### src/rtl/adc_cal_pkg.sv
// Shared types and helpers for the ADC offset-calibration controller.
//   cal_state_t : calibration sequencer states
//   MID_CODE    : mid-scale code of the default 8-bit converter
//   sat_sub_u   : unsigned code minus signed offset, saturated to [0, max_code]
package adc_cal_pkg;

  typedef enum logic [2:0] {
    IDLE    = 3'd0,
    SETTLE  = 3'd1,
    ACCUM   = 3'd2,
    COMPUTE = 3'd3,
    MISSION = 3'd4
  } cal_state_t;

  localparam int unsigned DEF_BITW = 32'd8;
  localparam int unsigned MID_CODE = 32'd1 << (DEF_BITW - 32'd1);

  // Operands are widened by two bits so the difference can never wrap
  // before it is clamped.
  function automatic logic [31:0] sat_sub_u(input logic [31:0]        code,
                                            input logic signed [31:0] ofs,
                                            input logic [31:0]        max_code);
    logic signed [33:0] diff_s;
    logic [31:0]        res_s;
    diff_s = $signed({2'b00, code}) - $signed({{2{ofs[31]}}, ofs});
    if (diff_s < 34'sd0) begin
      res_s = 32'd0;
    end else if (diff_s > $signed({2'b00, max_code})) begin
      res_s = max_code;
    end else begin
      res_s = diff_s[31:0];
    end
    return res_s;
  endfunction

endpackage

### src/rtl/adc_ofs_accum.sv
// Offset estimator: signed accumulator of (sample - mid code), sample counter,
// round-half-up division by 2^LOG2_NAVG and clamp to +/-OFS_MAX.
// Ports:
//   clk, rst     clock, synchronous active-high reset
//   clr          clear accumulator and counter (held during settling)
//   smp_en       smp is a calibration sample to accumulate
//   smp          raw ADC code
//   compute      load offset_code / cal_err from the current estimate
//   last_smp     this smp_en is the final sample of the batch
//   offset_code  stored signed offset
//   cal_err      last estimate was clamped
module adc_ofs_accum
  import adc_cal_pkg::*;
#(
  parameter int BITW      = 8,
  parameter int LOG2_NAVG = 4,
  parameter int OFS_W     = 6,
  parameter int OFS_MAX   = 15
) (
  input  logic                    clk,
  input  logic                    rst,
  input  logic                    clr,
  input  logic                    smp_en,
  input  logic [BITW-1:0]         smp,
  input  logic                    compute,
  output logic                    last_smp,
  output logic signed [OFS_W-1:0] offset_code,
  output logic                    cal_err
);

  localparam int AW = BITW + LOG2_NAVG + 1;
  localparam logic signed [AW-1:0]    MID_AW  = AW'(1) <<< (BITW - 1);
  localparam logic signed [AW-1:0]    HALF_AW = AW'(1) <<< (LOG2_NAVG - 1);
  localparam logic signed [AW-1:0]    OMAX_AW = AW'(OFS_MAX);
  localparam logic signed [OFS_W-1:0] OMAX_O  = OFS_W'(OFS_MAX);

  logic signed [AW-1:0]    acc_r;
  logic [LOG2_NAVG-1:0]    cnt_r;
  logic signed [AW-1:0]    smp_s;
  logic signed [AW-1:0]    est_s;
  logic signed [OFS_W-1:0] ofs_nxt_s;
  logic                    err_nxt_s;
  logic signed [OFS_W-1:0] offset_code_r;
  logic                    cal_err_r;

  assign smp_s    = $signed({{(AW - BITW){1'b0}}, smp}) - MID_AW;
  // Arithmetic shift after adding half an LSB gives floor(x + 0.5).
  assign est_s    = (acc_r + HALF_AW) >>> LOG2_NAVG;
  assign last_smp = smp_en && (cnt_r == {LOG2_NAVG{1'b1}});

  // Clamp the rounded estimate and flag out-of-range results.
  always_comb begin
    ofs_nxt_s = est_s[OFS_W-1:0];
    err_nxt_s = 1'b0;
    if (est_s > OMAX_AW) begin
      ofs_nxt_s = OMAX_O;
      err_nxt_s = 1'b1;
    end else if (est_s < -OMAX_AW) begin
      ofs_nxt_s = -OMAX_O;
      err_nxt_s = 1'b1;
    end else begin
      ofs_nxt_s = est_s[OFS_W-1:0];
      err_nxt_s = 1'b0;
    end
  end

  // Accumulator, sample counter and stored offset/error registers.
  always_ff @(posedge clk) begin
    if (rst) begin
      acc_r         <= {AW{1'b0}};
      cnt_r         <= {LOG2_NAVG{1'b0}};
      offset_code_r <= {OFS_W{1'b0}};
      cal_err_r     <= 1'b0;
    end else begin
      if (clr) begin
        acc_r <= {AW{1'b0}};
        cnt_r <= {LOG2_NAVG{1'b0}};
      end else if (smp_en) begin
        acc_r <= acc_r + smp_s;
        cnt_r <= cnt_r + LOG2_NAVG'(1);
      end
      if (compute) begin
        offset_code_r <= ofs_nxt_s;
        cal_err_r     <= err_nxt_s;
      end
    end
  end

  assign offset_code = offset_code_r;
  assign cal_err     = cal_err_r;

endmodule

### src/rtl/adc_ofs_cal_ctrl.sv
// ADC offset-calibration sequencer and mission-mode output corrector.
// Ports:
//   clk, rst     ADC sample clock, synchronous active-high reset
//   start        1-cycle calibration request (ignored while busy)
//   adc_valid    adc_dout carries a new sample
//   adc_dout     raw ADC code
//   cal_short    short ADC input to common mode (SETTLE/ACCUM)
//   busy         calibration in progress
//   cal_done     1-cycle pulse when calibration finishes
//   cal_err      sticky: last estimate was clamped
//   offset_code  signed stored offset
//   dout_valid   dout_corr valid (one cycle after adc_valid in mission)
//   dout_corr    offset-corrected, saturated code
module adc_ofs_cal_ctrl
  import adc_cal_pkg::*;
#(
  parameter int BITW       = 8,
  parameter int LOG2_NAVG  = 4,
  parameter int SETTLE_CYC = 8,
  parameter int OFS_W      = 6,
  parameter int OFS_MAX    = 15
) (
  input  logic                    clk,
  input  logic                    rst,
  input  logic                    start,
  input  logic                    adc_valid,
  input  logic [BITW-1:0]         adc_dout,
  output logic                    cal_short,
  output logic                    busy,
  output logic                    cal_done,
  output logic                    cal_err,
  output logic signed [OFS_W-1:0] offset_code,
  output logic                    dout_valid,
  output logic [BITW-1:0]         dout_corr
);

  localparam int SCW = (SETTLE_CYC > 1) ? $clog2(SETTLE_CYC) : 1;
  localparam logic [SCW-1:0] SETTLE_LAST = SCW'(SETTLE_CYC - 1);
  localparam logic [31:0]    MAX_CODE    = 32'((64'd1 << BITW) - 64'd1);

  cal_state_t      state_r, state_nxt_s;
  logic [SCW-1:0]  settle_cnt_r;
  logic            last_smp_s;
  logic            cal_short_r, busy_r, cal_done_r, dout_valid_r;
  logic [BITW-1:0] dout_corr_r;
  logic            cal_short_nxt_s, busy_nxt_s, cal_done_nxt_s, dout_valid_nxt_s;
  logic [BITW-1:0] dout_corr_nxt_s;

  adc_ofs_accum #(
    .BITW      (BITW),
    .LOG2_NAVG (LOG2_NAVG),
    .OFS_W     (OFS_W),
    .OFS_MAX   (OFS_MAX)
  ) u_accum (
    .clk         (clk),
    .rst         (rst),
    .clr         (state_r == SETTLE),
    .smp_en      ((state_r == ACCUM) && adc_valid),
    .smp         (adc_dout),
    .compute     (state_r == COMPUTE),
    .last_smp    (last_smp_s),
    .offset_code (offset_code),
    .cal_err     (cal_err)
  );

  // State register.
  always_ff @(posedge clk) begin
    if (rst) begin
      state_r <= IDLE;
    end else begin
      state_r <= state_nxt_s;
    end
  end

  // Settle counter: counts cycles spent in SETTLE, zero elsewhere.
  always_ff @(posedge clk) begin
    if (rst) begin
      settle_cnt_r <= {SCW{1'b0}};
    end else if (state_r == SETTLE) begin
      settle_cnt_r <= settle_cnt_r + SCW'(1);
    end else begin
      settle_cnt_r <= {SCW{1'b0}};
    end
  end

  // Next-state logic; start is only honoured from IDLE and MISSION.
  always_comb begin
    state_nxt_s = state_r;
    case (state_r)
      IDLE:    state_nxt_s = start ? SETTLE : IDLE;
      SETTLE:  state_nxt_s = (settle_cnt_r == SETTLE_LAST) ? ACCUM : SETTLE;
      ACCUM:   state_nxt_s = last_smp_s ? COMPUTE : ACCUM;
      COMPUTE: state_nxt_s = MISSION;
      MISSION: state_nxt_s = start ? SETTLE : MISSION;
      default: state_nxt_s = IDLE;
    endcase
  end

  // Output next values; status flags follow the state being entered so the
  // registered outputs line up with the state register.
  always_comb begin
    cal_short_nxt_s  = (state_nxt_s == SETTLE) || (state_nxt_s == ACCUM);
    busy_nxt_s       = (state_nxt_s == SETTLE) || (state_nxt_s == ACCUM) ||
                       (state_nxt_s == COMPUTE);
    cal_done_nxt_s   = (state_r == COMPUTE);
    dout_valid_nxt_s = (state_r == MISSION) && adc_valid && !start;
    if (dout_valid_nxt_s) begin
      dout_corr_nxt_s = BITW'(sat_sub_u(32'(adc_dout), 32'(offset_code), MAX_CODE));
    end else begin
      dout_corr_nxt_s = dout_corr_r;
    end
  end

  // Output registers.
  always_ff @(posedge clk) begin
    if (rst) begin
      cal_short_r  <= 1'b0;
      busy_r       <= 1'b0;
      cal_done_r   <= 1'b0;
      dout_valid_r <= 1'b0;
      dout_corr_r  <= {BITW{1'b0}};
    end else begin
      cal_short_r  <= cal_short_nxt_s;
      busy_r       <= busy_nxt_s;
      cal_done_r   <= cal_done_nxt_s;
      dout_valid_r <= dout_valid_nxt_s;
      dout_corr_r  <= dout_corr_nxt_s;
    end
  end

  assign cal_short  = cal_short_r;
  assign busy       = busy_r;
  assign cal_done   = cal_done_r;
  assign dout_valid = dout_valid_r;
  assign dout_corr  = dout_corr_r;

endmodule
### config.mk
export PLATFORM = sky130hd
export DESIGN_NAME = adc_ofs_cal_ctrl
export DESIGN_NICKNAME = d
export VERILOG_FILES = /design/src/rtl/adc_cal_pkg.sv /design/src/rtl/adc_ofs_accum.sv /design/src/rtl/adc_ofs_cal_ctrl.sv
export SDC_FILE = /design/constraint.sdc
export NUM_CORES = 1
export LEC_CHECK = 0
export ABC_AREA = 0
export ABC_CLOCK_PERIOD_IN_PS = 4000
export BUFFER_PORTS_ARGS = -buffer_cell sky130_fd_sc_hd__buf_2
export CAP_MARGIN = 20
export CORE_UTILIZATION = 55
export DETAILED_ROUTE_END_ITERATION = 10
export PLACE_DENSITY = 0.75
export SETUP_SLACK_MARGIN = 0.4
export SYNTH_ARGS = -nofsm -noshare
export SYNTH_HDL_FRONTEND = slang
export SYNTH_SLANG_ARGS = --single-unit
### constraint.sdc
create_clock -name clk -period 4 [get_ports clk]
set_clock_uncertainty 0.2 [all_clocks]
set_input_delay 1 -clock clk [delete_from_list [all_inputs] [get_ports clk]]
set_output_delay 1 -clock clk [all_outputs]
set_load 0.01 [all_outputs]
==> impl_metrics.tcl <==
set metrics [dict create \
    synth_edf_count 0 \
    setup_viol 0 \
    portBuffers 30 \
    hold_depth 1 \
    vias 2578 \
    area_growth_syn_to_layout_pct 9.63 \
    worstSetupEndpointType "flop" \
    cpPeakStageDelay_ns 0.42 \
    critical_path_class "in2reg" \
    cts_tree "yes" \
    avgRoutedWirePerCell_um 14.2 \
    yosys_warnings 0 \
    tightest_slew_ns 0.717 \
    tns_ns 0 \
    final_util_pct 62.7 \
    timing.final.crit_share_pct 80.2 \
    dr.first_iter.drc_count 88 \
    slowest_stage "a2111oi_2" \
    yosys.area.top_type_share_pct 28.6 \
    htree_levels 2 \
    insertion_delay_ns 0.29 \
    cp_cell_sequence "buf_2, inv_1, ha_1, inv_1, fa_1, a211o_1, o211ai_2, a21boi_2, or3_1, a2111oi_2, nor3_2" \
    rsz0062_at_grt "false" \
    placed_cells 438 \
    total_power_mw 0.857 \
    fin_area_sq_um 3220 \
    root_buffer "clkbuf_8" \
    fin_hold_ws_ns 0.234 \
    fill_cells 476 \
    grt_use_total_pct 23.7 \
    synthCells 353 \
    nNetsFinal 414 \
    power_density_nw_per_um2 266 \
    clock-sinks 42 \
    fin_cells 446 \
    n_antenna_cell 0 \
    initial_core_util_pct 57.2 \
    cp.buffers_inverters 3 \
    required_ns 3.97 \
    ir_worst_vdd_v 0.000134 \
    hp-class "reg2reg" \
    fp.dieW_um 75.1 \
    critical_path.most_common_cell "inv_1" \
    fin_ws_ns 0.792 \
    syn_area_sq_um 2940 \
    rr_worst_depth 9 \
    syn_nets 392 \
    dr.pass1.iters 4 \
    die_y_um 75.1 \
    synthMostInstantiatedCell "dfxtp_1" \
    hold_buffers 0 \
    drcViolationCount 0 \
    critPathLaunchType "input pin" \
    arrival_ns 3.18 \
    avgSynthCellArea_sq_um 8.32 \
    core_sq_um 5140 \
    grt_pass1_wl_um 10100 \
    critPathTopFamily "compound AO/OA/AOI/OAI gates" \
    vias_per_cell 5.78 \
    hpwlAfterDp_um 4830 \
    drive_above_1_share_pct 15.4 \
    max_freq_mhz 312 \
    placed_area_sq_um 3110 \
    relSlewSlack_pct 52.1 \
    cp.depth 11 \
    synth_cell_types 65 \
    path_clk_slew_ns 0.08 \
    synth_area_leaders "dfxtp_1 29%, ha_1 11%, a21oi_1 6.1%, nor2_1 4.2%, nand2_1 4.0%" \
    cts_buffers 5 \
    grt_max_degree 26 \
    critical_path.max_fanout 3 \
    final-max-slew-violation-count 0 \
    outcome "complete, no violations" \
    die_area_sq_um 5640 \
    synth-seq-cells 42 \
    p_leak_nw 1.29 \
    finalHoldViolations 0 \
    grt_overflow 0 \
    cts_buffer_depth 2 \
    grt_pass1_vias 2262 \
    synth_common_cells "42 x dfxtp_1, 36 x a21oi_1, 33 x nor2_1" \
    gp_congestion 0.902 \
    cts_resized 0 \
    ant_nets 0 \
    postCtsSetupRepairBufs 0 \
    num_rows 26 \
    synth_top_area_cell "dfxtp_1" \
    antenna_found_initial 0 \
    synthArstFlopShare_pct 0 \
    fin_crit_ns 3.21 \
    place_ws_ns 0.486 \
    synth_flop_cell "dfxtp_1" \
    cap_violations 0 \
    yosysSeqAreaShare_pct 28.6 \
    ios 31 \
    wirelength_um 6320 \
]
-- state kept, by name (all words and copies together) (netlist names), 3 cells and up --
register / count
u_accum.acc_r: 13
u_accum.cnt_r: 4
state_r: 3
u_accum.offset_code: 6
settle_cnt_r: 3
dout_corr: 8
-- kinds of logic (layout without fill, tap and decap cells) --
logic type      count (synthesis)  count (layout)  share of synthesized area, %
compound gates                102             102                          25.4
xor+xnor                       15              15                          4.47
fa+ha+maj                      27              27                          12.0
buf+inv                        31              54                          4.34
flops                          42              42                          28.6
mux                             3               3                          1.02
simple gates                  133             133                          24.1
-- cell usage in the layout, fill, tap and decap left out, types with 3 or more instances in the layout --
cell type and count:
and2_1 10, a211oi_1 5, nor2b_1 4, o21ai_0 12
nand2_1 31, dfxtp_1 42, nor4_1 5, a21o_1 4
o21a_1 3, nor2_1 33, and3_1 4, buf_2 30
o211ai_1 3, or3_1 3, nor3b_1 3, a21oi_1 36
nand3_1 8, nor3_1 9, nand2b_1 3, xor2_1 8
inv_1 16, clkbuf_8 5, a211o_1 4, o31ai_1 9
nand4_1 5, xnor2_1 7, ha_1 25, mux2i_1 3
-- final cells by class --
class | count | area [sq um] | area share (%)
sequential | 42 | 841 | 26.1
tap | 70 | 87.6 | 2.72
clock inverter | 3 | 43.8 | 1.36
clock buffer | 5 | 68.8 | 2.14
timing repair buffer | 30 | 150 | 4.66
multi-input combinational | 280 | 1970 | 61.1
inverter | 16 | 60.1 | 1.86
-- routing by layer --
metal / up-vias / share of wire [%] / track usage, %
li1: 1330 / - / -
met1: 1185 / 47 / 30.7
met2: 59 / 48 / 40.7
met3: 4 / 4.5 / 4.02
met4: 0 / 0.63 / 6.71
met5: - / 0 / 0
-- path summary, 6_finish.rpt --
check / startpoint / to / slack, ns
max: adc_dout[0] / dout_corr[6] / 0.79
min: settle_cnt_r[0] / settle_cnt_r[0] / 0.23
max reg2reg: u_accum.offset_code[0] / dout_corr[6] / 1.28
min reg2reg: settle_cnt_r[0] / settle_cnt_r[0] / 0.23
-- report_power, final --
part / internal (mW) / leakage, nW / switching [mW]
Sequential: 0.421 / 0.339 / 0.00225
Combinational: 0.0392 / 0.896 / 0.0590
Clock: 0.187 / 0.0585 / 0.149
Total: 0.647 / 1.29 / 0.210
No activity file was read; power rests on OpenSTA's default activity.
